`config.mk`:
```
export PLATFORM = sky130hd
export DESIGN_NAME = rom_load_ctrl
export DESIGN_NICKNAME = d
export VERILOG_FILES = /design/src/rtl/rom_load_ctrl.sv
export SDC_FILE = /design/constraint.sdc
export NUM_CORES = 1
export LEC_CHECK = 0
export ABC_AREA = 1
export CORE_MARGIN = 2
export CORE_UTILIZATION = 49
export CTS_BUF_LIST = sky130_fd_sc_hd__clkbuf_4
export CTS_CLUSTER_SIZE = 20
export DETAILED_ROUTE_END_ITERATION = 12
export PLACE_DENSITY_LB_ADDON = 0.05
export SYNTH_ARGS = -nofsm -noshare
export SYNTH_HDL_FRONTEND = slang
export SYNTH_SLANG_ARGS = --single-unit
```
`constraint.sdc`:
```
create_clock -name clk_sys -period 2.6 [get_ports clk_sys]
set_clock_uncertainty 0.15 [all_clocks]
set_input_delay 0.26 -clock clk_sys [delete_from_list [all_inputs] [get_ports clk_sys]]
set_output_delay 0.26 -clock clk_sys [all_outputs]
set_load 0.02 [all_outputs]
```
`src/rtl/rom_load_ctrl.sv`:
```
// rom_load_ctrl
//   Moves the MiSTer ROM download (ioctl index 0) into the core's four ROM
//   regions. Each accepted byte is decoded to a region and presented on a
//   shared write bus, while HPS is held off with ioctl_wait. The game core
//   stays in reset until the image is complete, then rom_ready is raised.
//
// Handshake (ROM write bus): wr_req rises one cycle after an accepted
//   ioctl_wr. wr_sel/wr_addr/wr_data stay stable while wr_req is high. A
//   single-cycle wr_ack completes the write; wr_req and ioctl_wait fall on the
//   next cycle. If no ack arrives within ACK_TIMEOUT cycles of wr_req rising,
//   the byte is dropped and err[1] is set. wr_ack outside a pending write is
//   ignored.
//
// Ports:
//   clk_sys, reset       system clock, async active-high reset
//   ioctl_download       HPS download active
//   ioctl_index          download index (only 0 is handled)
//   ioctl_wr             one-cycle byte strobe
//   ioctl_addr           byte address
//   ioctl_dout           byte data
//   ioctl_wait           back-pressure to HPS
//   wr_req               write request to the ROM bus
//   wr_sel               one-hot region select
//   wr_addr              region-relative address
//   wr_data              write data
//   wr_ack               ROM bus accepted the write (single-cycle pulse)
//   core_reset           reset to game core
//   rom_ready            image complete, core may run
//   byte_count           bytes accepted in the current download (saturating)
//   err                  sticky: [0] address out of range, [1] ack timeout
module rom_load_ctrl #(
  parameter logic [17:0] R1_BASE     = 18'h14000,
  parameter logic [17:0] R2_BASE     = 18'h18000,
  parameter logic [17:0] R3_BASE     = 18'h20000,
  parameter logic [17:0] ROM_END     = 18'h30000,
  parameter int          ACK_TIMEOUT = 64,
  parameter int          RST_HOLD    = 256
) (
  input  logic        clk_sys,
  input  logic        reset,
  input  logic        ioctl_download,
  input  logic [7:0]  ioctl_index,
  input  logic        ioctl_wr,
  input  logic [26:0] ioctl_addr,
  input  logic [7:0]  ioctl_dout,
  output logic        ioctl_wait,
  output logic        wr_req,
  output logic [3:0]  wr_sel,
  output logic [17:0] wr_addr,
  output logic [7:0]  wr_data,
  input  logic        wr_ack,
  output logic        core_reset,
  output logic        rom_ready,
  output logic [17:0] byte_count,
  output logic [1:0]  err
);

  typedef enum logic [2:0] {
    S_IDLE  = 3'd0,
    S_LOAD  = 3'd1,
    S_WRITE = 3'd2,
    S_HOLD  = 3'd3,
    S_RUN   = 3'd4
  } state_t;

  localparam logic [15:0] TMO_LAST  = 16'(ACK_TIMEOUT - 1);
  localparam logic [15:0] HOLD_LAST = 16'(RST_HOLD - 1);

  state_t      state_q, state_d;
  logic        active_q;
  logic        wait_d, req_d, core_reset_d, ready_d;
  logic [3:0]  sel_d;
  logic [17:0] addr_d, count_d;
  logic [7:0]  data_d;
  logic [1:0]  err_d;
  logic [15:0] tmo_q, tmo_d, hold_q, hold_d;

  logic        active, rise, addr_ok;
  logic [17:0] a18;
  logic [3:0]  dec_sel;
  logic [17:0] dec_off;

  assign active  = ioctl_download && (ioctl_index == 8'd0);
  assign rise    = active && !active_q;
  assign a18     = ioctl_addr[17:0];
  assign addr_ok = (ioctl_addr[26:18] == 9'd0) && (a18 < ROM_END);

  // Region decode; the subtraction never wraps because each branch is only
  // taken once the address is at or above that region's base.
  always_comb begin
    dec_sel = 4'b0001;
    dec_off = a18;
    if (a18 < R1_BASE) begin
      dec_sel = 4'b0001;
      dec_off = a18;
    end else if (a18 < R2_BASE) begin
      dec_sel = 4'b0010;
      dec_off = a18 - R1_BASE;
    end else if (a18 < R3_BASE) begin
      dec_sel = 4'b0100;
      dec_off = a18 - R2_BASE;
    end else begin
      dec_sel = 4'b1000;
      dec_off = a18 - R3_BASE;
    end
  end

  always_comb begin
    state_d      = state_q;
    wait_d       = ioctl_wait;
    req_d        = wr_req;
    sel_d        = wr_sel;
    addr_d       = wr_addr;
    data_d       = wr_data;
    core_reset_d = core_reset;
    ready_d      = rom_ready;
    count_d      = byte_count;
    err_d        = err;
    tmo_d        = tmo_q;
    hold_d       = hold_q;

    case (state_q)
      S_IDLE, S_HOLD, S_RUN: begin
        if (rise) begin
          // New download: restart the image from scratch.
          state_d      = S_LOAD;
          count_d      = 18'd0;
          err_d        = 2'b00;
          ready_d      = 1'b0;
          core_reset_d = 1'b1;
        end else if (state_q == S_HOLD) begin
          if (hold_q == HOLD_LAST) begin
            state_d      = S_RUN;
            core_reset_d = 1'b0;
            ready_d      = 1'b1;
          end else begin
            hold_d = hold_q + 16'd1;
          end
        end
      end

      S_LOAD: begin
        if (!active) begin
          state_d      = S_HOLD;
          hold_d       = 16'd0;
          core_reset_d = 1'b1;
        end else if (ioctl_wr) begin
          if (!addr_ok) begin
            err_d[0] = 1'b1;
          end else begin
            state_d = S_WRITE;
            req_d   = 1'b1;
            wait_d  = 1'b1;
            sel_d   = dec_sel;
            addr_d  = dec_off;
            data_d  = ioctl_dout;
            tmo_d   = 16'd0;
          end
        end
      end

      S_WRITE: begin
        // ioctl_wr here is a protocol violation and is deliberately ignored.
        if (wr_ack || (tmo_q == TMO_LAST)) begin
          req_d  = 1'b0;
          wait_d = 1'b0;
          if (wr_ack) begin
            if (byte_count != 18'h3FFFF) count_d = byte_count + 18'd1;
          end else begin
            err_d[1] = 1'b1;
          end
          // A download that ended mid-write goes straight to HOLD once the
          // pending byte is resolved.
          if (active) begin
            state_d = S_LOAD;
          end else begin
            state_d      = S_HOLD;
            hold_d       = 16'd0;
            core_reset_d = 1'b1;
          end
        end else begin
          tmo_d = tmo_q + 16'd1;
        end
      end

      default: begin
        state_d = S_IDLE;
      end
    endcase
  end

  always_ff @(posedge clk_sys or posedge reset) begin
    if (reset) begin
      state_q    <= S_IDLE;
      active_q   <= 1'b0;
      ioctl_wait <= 1'b0;
      wr_req     <= 1'b0;
      wr_sel     <= 4'b0000;
      wr_addr    <= 18'd0;
      wr_data    <= 8'd0;
      core_reset <= 1'b1;
      rom_ready  <= 1'b0;
      byte_count <= 18'd0;
      err        <= 2'b00;
      tmo_q      <= 16'd0;
      hold_q     <= 16'd0;
    end else begin
      state_q    <= state_d;
      active_q   <= active;
      ioctl_wait <= wait_d;
      wr_req     <= req_d;
      wr_sel     <= sel_d;
      wr_addr    <= addr_d;
      wr_data    <= data_d;
      core_reset <= core_reset_d;
      rom_ready  <= ready_d;
      byte_count <= count_d;
      err        <= err_d;
      tmo_q      <= tmo_d;
      hold_q     <= hold_d;
    end
  end

endmodule

```
==> results of run 1 <==
-- state kept, by name (all words and copies together) (netlist names) --
| signal | cells |
|---|---|
| wr_data | 8 |
| byte_count | 18 |
| core_reset | 1 |
| wr_req | 1 |
| wr_addr | 18 |
| hold_q | 16 |
| state_q | 3 |
| rom_ready | 1 |
| active_q | 1 |
| tmo_q | 16 |
| wr_sel | 4 |
| err | 2 |
-- cells in the mapped netlist --
master / instances / area [µm²]
o21ai_1: 30 / 150
nor3b_1: 2 / 15.0
nand2_4: 1 / 11.3
nor2_4: 1 / 11.3
and2_1: 1 / 6.26
xnor2_1: 8 / 70.1
ha_1: 4 / 50.1
buf_4: 8 / 60.1
nand2_1: 251 / 942
xor2_1: 10 / 87.6
o21bai_1: 5 / 37.5
a31o_2: 1 / 8.76
o21ai_0: 37 / 185
a21oi_1: 5 / 25.0
nor2_2: 5 / 31.3
o21a_1: 2 / 15.0
nand3_2: 2 / 20.0
nand4_1: 15 / 93.8
a31oi_1: 1 / 6.26
o21ai_2: 1 / 8.76
clkbuf_1: 6 / 22.5
inv_2: 5 / 18.8
nand2_2: 15 / 93.8
inv_1: 74 / 278
nand3_4: 2 / 35.0
dfstp_2: 1 / 26.3
buf_2: 3 / 15.0
nand3_1: 50 / 250
nor3_1: 7 / 35.0
nor2_1: 104 / 390
buf_6: 2 / 22.5
dfrtp_1: 88 / 2200
nand3b_1: 3 / 22.5
-- cells by family after synthesis --
logic type | synth area share
adders and majority gates | 0.00954
AOI/OAI and AO/OA | 0.0832
xor gates and xnor gates | 0.0300
buffers and inverters | 0.0794
and+or+nand+nor | 0.373
DFF | 0.425
-- metrics by stage --
step / hold slack (ns) / total power, µW / utilization / instances
floorplan: 0.243 / 2640 / - / 750
global placement: 0.314 / 2980 / 0.615 / 975
detailed placement: 0.323 / 3010 / 0.615 / 975
CTS: 0.0148 / 3740 / 0.628 / 991
global route: 0.0367 / 3980 / 0.628 / 992
finish: 0.0245 / 3710 / 0.628 / 992
-- worst paths after layout --
kind	endpoint	slack, ns
max in group asynchronous	tmo_q[0]$_DFFE_PP0P_	1.58
hold / removal	wr_addr[2]$_DFFE_PP0P_	0.02
hold reg to reg	core_reset$_DFFE_PP1P_	0.35
setup reg to reg	byte_count[11]$_DFFE_PP0P_	0.30
setup / recovery	byte_count[11]$_DFFE_PP0P_	0.30
min in group clk_sys	wr_addr[5]$_DFFE_PP0P_	0.18
-- critical path: stages, from the launching register on --
cell and delay, ns:
dfrtp_1 0.42, ha_1 0.18, nand2_1 0.08, nor2_2 0.17
nand2_1 0.14, nor2_1 0.23, nand3b_1 0.13, nand2_2 0.33
nor2_4 0.17, nand2_1 0.11, nand2_1 0.07
-- layer usage --
metal | global-route usage | wire [µm] | vias to the layer above | part of all wire
met4 | 0.0778 | 212 | 0 | 0.017
li1 | - | - | 2576 | -
met5 | 0 | 0 | - | 0
met2 | 0.378 | 5900 | 110 | 0.47
met3 | 0.0412 | 610 | 17 | 0.049
met1 | 0.309 | 5800 | 2305 | 0.46
-- power groups by stage --
stage               clock (µW)  combinational (µW)  sequential, µW
floorplan                    0                1040            1600
global placement             0                1380            1600
detailed placement           0                1410            1600
CTS                        754                1410            1580
global route               808                1580            1600
finish                     724                1400            1580
-- area by class of cell --
class,count,area (µm²),share of cell area
multi-input cells,563,2610,0.401
clock inverters,6,50.0,0.00769
diodes,1,2.50,0.000384
clock buffers,10,75.1,0.0115
flip-flops and latches,89,2230,0.342
well taps,136,170,0.0261
inverters,79,300,0.0461
repair buffers,108,1080,0.165
==> results by group, run 1 <==
Outcome
  – Status: complete, no violations

Pwr
  – Comb power frac: 0.379
  – Clock Power Share: 0.195
  – Max VDD drop: around 0.28 mV
  – Sw Ratio: 0.427
  – Internal: 2120 µW
  – Sw Pwr: around 1600 µW
  – P_leak: 0.00305 µW
  – Seq pwr share: 0.426
  – PD cells: between 500 and 600 mW/mm²

Yosys
  – Post-Synthesis Cells: between 700 and 800
  – Seq/Total Area, Yosys: 0.425
  – Syn Area/Cell: around 7.0 µm²
  – Post-Syn Area: between 0.005 and 0.006 mm²
  – Syn. warnings: 0
  – Count of cell types in the netlist: 33
  – Net Count, Synth: roughly 800
  – FF+latch count, synth: between 80 and 90

Global routing
  – Vias in the first global route: ~4600
  – Gr usage total: 0.230
  – First-pass GRT wire length: about 21000 µm
  – Largest net degree at the start of global routing: 60
  – GR Overflow Total: 0
  – Initial antenna violation count: 1

Critical path
  – Crit Path Category: flip-flop to flip-flop
  – Worst reg2reg path startpoint: byte_count[1]$_DFFE_PP0P_
  – R2R cell count: 10
  – CP Data Required Time: ~2.8 ns
  – CP arrival: roughly 2.5 ns
  – Worst setup startpoint: byte_count[1]$_DFFE_PP0P_
  – Endpoint type of the worst setup path: flip-flop
  – Crit start category: flip-flop
  – Crit Path Max Fanout: 19

Hold path
  – Worst hold path class: input pin to asynchronous set/reset pin

Detailed routing
  – Final wirelength: 12500 µm
  – DR WL/cell: 12.6 µm
  – Vias: 5008
  – Final ANT Viol Nets: 0
  – # DRC: 0
  – Starting DRT DRC Count: between 300 and 400
  – Vias per Instance: slightly above 5
  – Router iterations before antenna repair: 5

Timing
  – Setup Viol. Count Final: 0
  – Fmax: 435 MHz
  – Post-route minimum period: between 2 and 2.5 ns
  – Setup TNS Final: 0 ns
  – Max-slew headroom: 0.641
  – Max-slew violations: 0
  – Hold Fails Final Rpt: 0
  – Final setup margin: approximately 0.30 ns
  – Final Cycle Share: 0.883
  – RSZ-0062 raised after global routing: no
  – Worst slew pin tran: around 0.54 ns

Cells and area
  – Fill cells: just over 900
  – Commonest non-fill, non-tap cell in the layout: nand2_1
  – Commonest non-fill, non-tap cells in the layout: nand2_1, nor2_1, clkdlybuf4s50_1, dfrtp_1, inv_1
  – Final #Nets: 902
  – Layout cells sized above 1: 0.0690
  – Synth-to-layout area growth: 24.1%
  – Finished Cell Area: about 0.0065 mm²

CTS
  – Postcts setup bufs: 0
  – Hold buffers post-CTS: 0
  – Num CTS Buffers: 9
  – Clock H-tree levels: 3
  – Cts repair resizes: 0
  – CTS sink cnt: just under 90
  – Worst-path clk slew: approximately 0.15 ns
  – Clock Latency Late Sink: 0.46 ns
  – Clock root cell: clkbuf_4
  – TritonCTS clock tree: done
  – Clock buffer depth: 2

Place
  – RePlAce Congestion: between 0.8 and 0.9
  – Pre-CTS setup slack: 0.284 ns
  – Area post-placement: about 0.0064 mm²
  – HPWL Detailed: 9120 µm
  – PortBufs: roughly 100

Die
  – Die H: 107 µm
  – Initial core utilization: 0.506
  – Die X: ~110 µm
  – Die area: between 0.01 and 0.015 mm²
  – Io pins: a little over 100
  – Core Rows: 37
  – Core area: roughly 0.010 mm²

Job
  – Max-cap viol count: 0
No activity file was read; power rests on OpenSTA's default activity.
==> run 2: changes to the inputs <==
--- a/config.mk
+++ b/config.mk
@@ -9,9 +9,11 @@
 export CORE_MARGIN = 2
 export CORE_UTILIZATION = 49
 export CTS_BUF_LIST = sky130_fd_sc_hd__clkbuf_4
-export CTS_CLUSTER_SIZE = 20
+export CTS_CLUSTER_SIZE = 30
 export DETAILED_ROUTE_END_ITERATION = 12
 export PLACE_DENSITY_LB_ADDON = 0.05
+export SETUP_SLACK_MARGIN = 0.15
+export SKIP_CTS_REPAIR_TIMING = 1
 export SYNTH_ARGS = -nofsm -noshare
 export SYNTH_HDL_FRONTEND = slang
 export SYNTH_SLANG_ARGS = --single-unit
==> run 2 against run 1 <==
  * Die area unchanged
  * Maximum frequency increased by 5.1%
  * First-iteration DRC count decreased by 3.6%
  * Sequential share of layout area decreased by 0.066 points
  * Highest routed layer unchanged
==> results by group, run 2 (same netlist as run 1, synthesis figures left out) <==
Timing
  – Setup TNS Final: 0 ns (unchanged)
  – Setup Viol. Count Final: 0 (unchanged)
  – Hold Fails Final Rpt: 0 (unchanged)
  – Final Cycle Share: 0.841 (-0.0426)
  – Worst slew pin tran: 0.537 ns (-0.0000495 ns)
  – Max-slew violations: 0 (unchanged)
  – Fmax: 457 MHz (+5.1%)
  – Max-slew headroom: 0.641 (about the same)
  – RSZ-0062 raised after global routing: no
  – Post-route minimum period: 2.19 ns (-0.111 ns)

Detailed routing
  – Router iterations before antenna repair: 5 (unchanged)
  – # DRC: 0 (unchanged)
  – Vias: 5017 (+0.18%)
  – Starting DRT DRC Count: 295 (-3.6%)
  – Final ANT Viol Nets: 0 (unchanged)
  – Vias per Instance: 5.06 (+0.18%)
  – Final wirelength: 12600 µm (+0.32%)
  – DR WL/cell: 12.7 µm (+0.32%)

Pwr
  – P_leak: 0.00305 µW (about the same)
  – Max VDD drop: 0.281 mV (-0.27%)
  – PD cells: 570 mW/mm² (about the same)
  – Power, Total: 3720 µW (+0.28%)
  – Sw Ratio: 0.427 (about the same)
  – Comb power frac: 0.381 (+0.002)
  – Internal: 2130 µW (+0.25%)
  – Sw Pwr: 1590 µW (+0.32%)
  – Clock Power Share: 0.194 (about the same)
  – Seq pwr share: 0.425 (about the same)

Hold path
  – Worst hold path class: input pin to asynchronous set/reset pin

CTS
  – Clock Latency Late Sink: 0.46 ns (about the same)
  – TritonCTS clock tree: done
  – Worst-path clk slew: 0.15 ns (about the same)
  – Clock root cell: clkbuf_4
  – Clock H-tree levels: 3 (unchanged)
  – Clock buffer depth: 2 (unchanged)
  – Num CTS Buffers: 9 (unchanged)
  – CTS sink cnt: 89 (unchanged)

Cells and area
  – Commonest non-fill, non-tap cell in the layout: nand2_1
  – Fin util: 0.629 (+0.00121)
  – Commonest non-fill, non-tap cells in the layout: nand2_1, nor2_1, clkdlybuf4s50_1, dfrtp_1, inv_1
  – Fill cells: 930 (-0.32%)
  – Synth-to-layout area growth: 24.3%
  – Layout cells sized above 1: 0.0690 (unchanged)
  – Top flop regs: byte_count: 18 flops, wr_addr: 18 flops
  – Finished Layout Cells: 992 (unchanged)
  – Final #Nets: 902 (unchanged)

Critical path
  – Crit Path Category: flip-flop to flip-flop
  – CP arrival: 2.43 ns (-0.05 ns)
  – Crit-path slowest cell: dfrtp_1
  – CP Buf/Inv Count: 2 (+2)
  – Crit start category: flip-flop
  – Top delay family on crit path: simple AND/OR/NAND/NOR gates
  – Crit Path Max Fanout: 19 (unchanged)
  – Endpoint type of the worst setup path: flip-flop
  – Crit path largest cell delay: 0.51 ns (+0.09 ns)
  – Crit path cell chain: inv_2, nand3_4, inv_2, nand3b_1, nand2_4, nor2_4, nand2_1, nand2_1
  – CP Data Required Time: 2.84 ns (+0.05 ns)

Global routing
  – Initial antenna violation count: 1 (unchanged)
  – Largest net degree at the start of global routing: 60 (unchanged)
  – Gr usage total: 0.230 (unchanged)
  – GR Overflow Total: 0 (unchanged)
  – First-pass GRT wire length: 21300 µm (unchanged)
  – Vias in the first global route: 4607 (unchanged)

Die
  – Initial core utilization: 0.506 (unchanged)
  – Core Rows: 37 (unchanged)
  – Io pins: 102 (unchanged)
  – Die area: 0.0116 mm² (unchanged)
  – Core area: 0.0104 mm² (unchanged)
  – Die X: 107 µm (unchanged)
  – Die H: 107 µm (unchanged)

Place
  – PortBufs: 101 (unchanged)
  – RePlAce Congestion: 0.894 (unchanged)
  – HPWL Detailed: 9120 µm (unchanged)
  – Placed Cells: 975 (unchanged)

Outcome
  – Status: complete, no violations

Job
  – Max-cap viol count: 0 (unchanged)
==> run 2: final timing paths <==
check                                             from                          to  slack, ns  depth (start not counted)
worst max-delay path            state_q[2]$_DFFE_PP0P_  byte_count[11]$_DFFE_PP0P_       0.41                          8
worst min-delay path                             reset      wr_addr[2]$_DFFE_PP0P_       0.03                          2
worst max register to register  state_q[2]$_DFFE_PP0P_  byte_count[11]$_DFFE_PP0P_       0.41                          8
worst min register to register  core_reset$_DFFE_PP1P_      core_reset$_DFFE_PP1P_       0.35                          2
max in group asynchronous                        reset        tmo_q[0]$_DFFE_PP0P_       1.58                          3
min in group clk_sys                     ioctl_addr[2]      wr_addr[2]$_DFFE_PP0P_       0.19                          3
==> run 2: metrics by stage <==
stage / area [µm²] / hold slack (ns) / setup slack, ns
after floorplan: 5250 / 0.243 / 0.586
after global placement: 6380 / 0.314 / 0.331
after detailed placement: 6380 / 0.323 / 0.284
after CTS: 6510 / 0.0148 / 0.323
after global routing: 6520 / 0.0367 / 0.237
final: 6520 / 0.0261 / 0.414
==> run 2: layer usage <==
metal,GRT usage,share of wire,vias to the layer above
met3,0.0412,0.051,21
met1,0.309,0.47,2304
met2,0.378,0.47,118
met4,0.0778,0.018,0
met5,0,0,-
li1,-,-,2574
==> run 2: power groups by stage <==
stage / Clock, µW / Combinational (µW) / Sequential [µW]
global placement: 0 / 1380 / 1600
finish: 723 / 1420 / 1580
floorplan: 0 / 1040 / 1600
detailed placement: 0 / 1410 / 1600
CTS: 754 / 1410 / 1580
global route: 808 / 1590 / 1600
==> run 2: cell type report <==
type,instances,area [µm²],area share
Tap cell,136,170,0.0261
Clock inverter,6,50.0,0.00767
Timing Repair Buffer,108,1080,0.165
Clock buffer,10,75.1,0.0115
Antenna cell,1,2.50,0.000384
Inverter,79,300,0.0460
Multi-Input combinational cell,563,2620,0.402
Sequential cell,89,2230,0.342
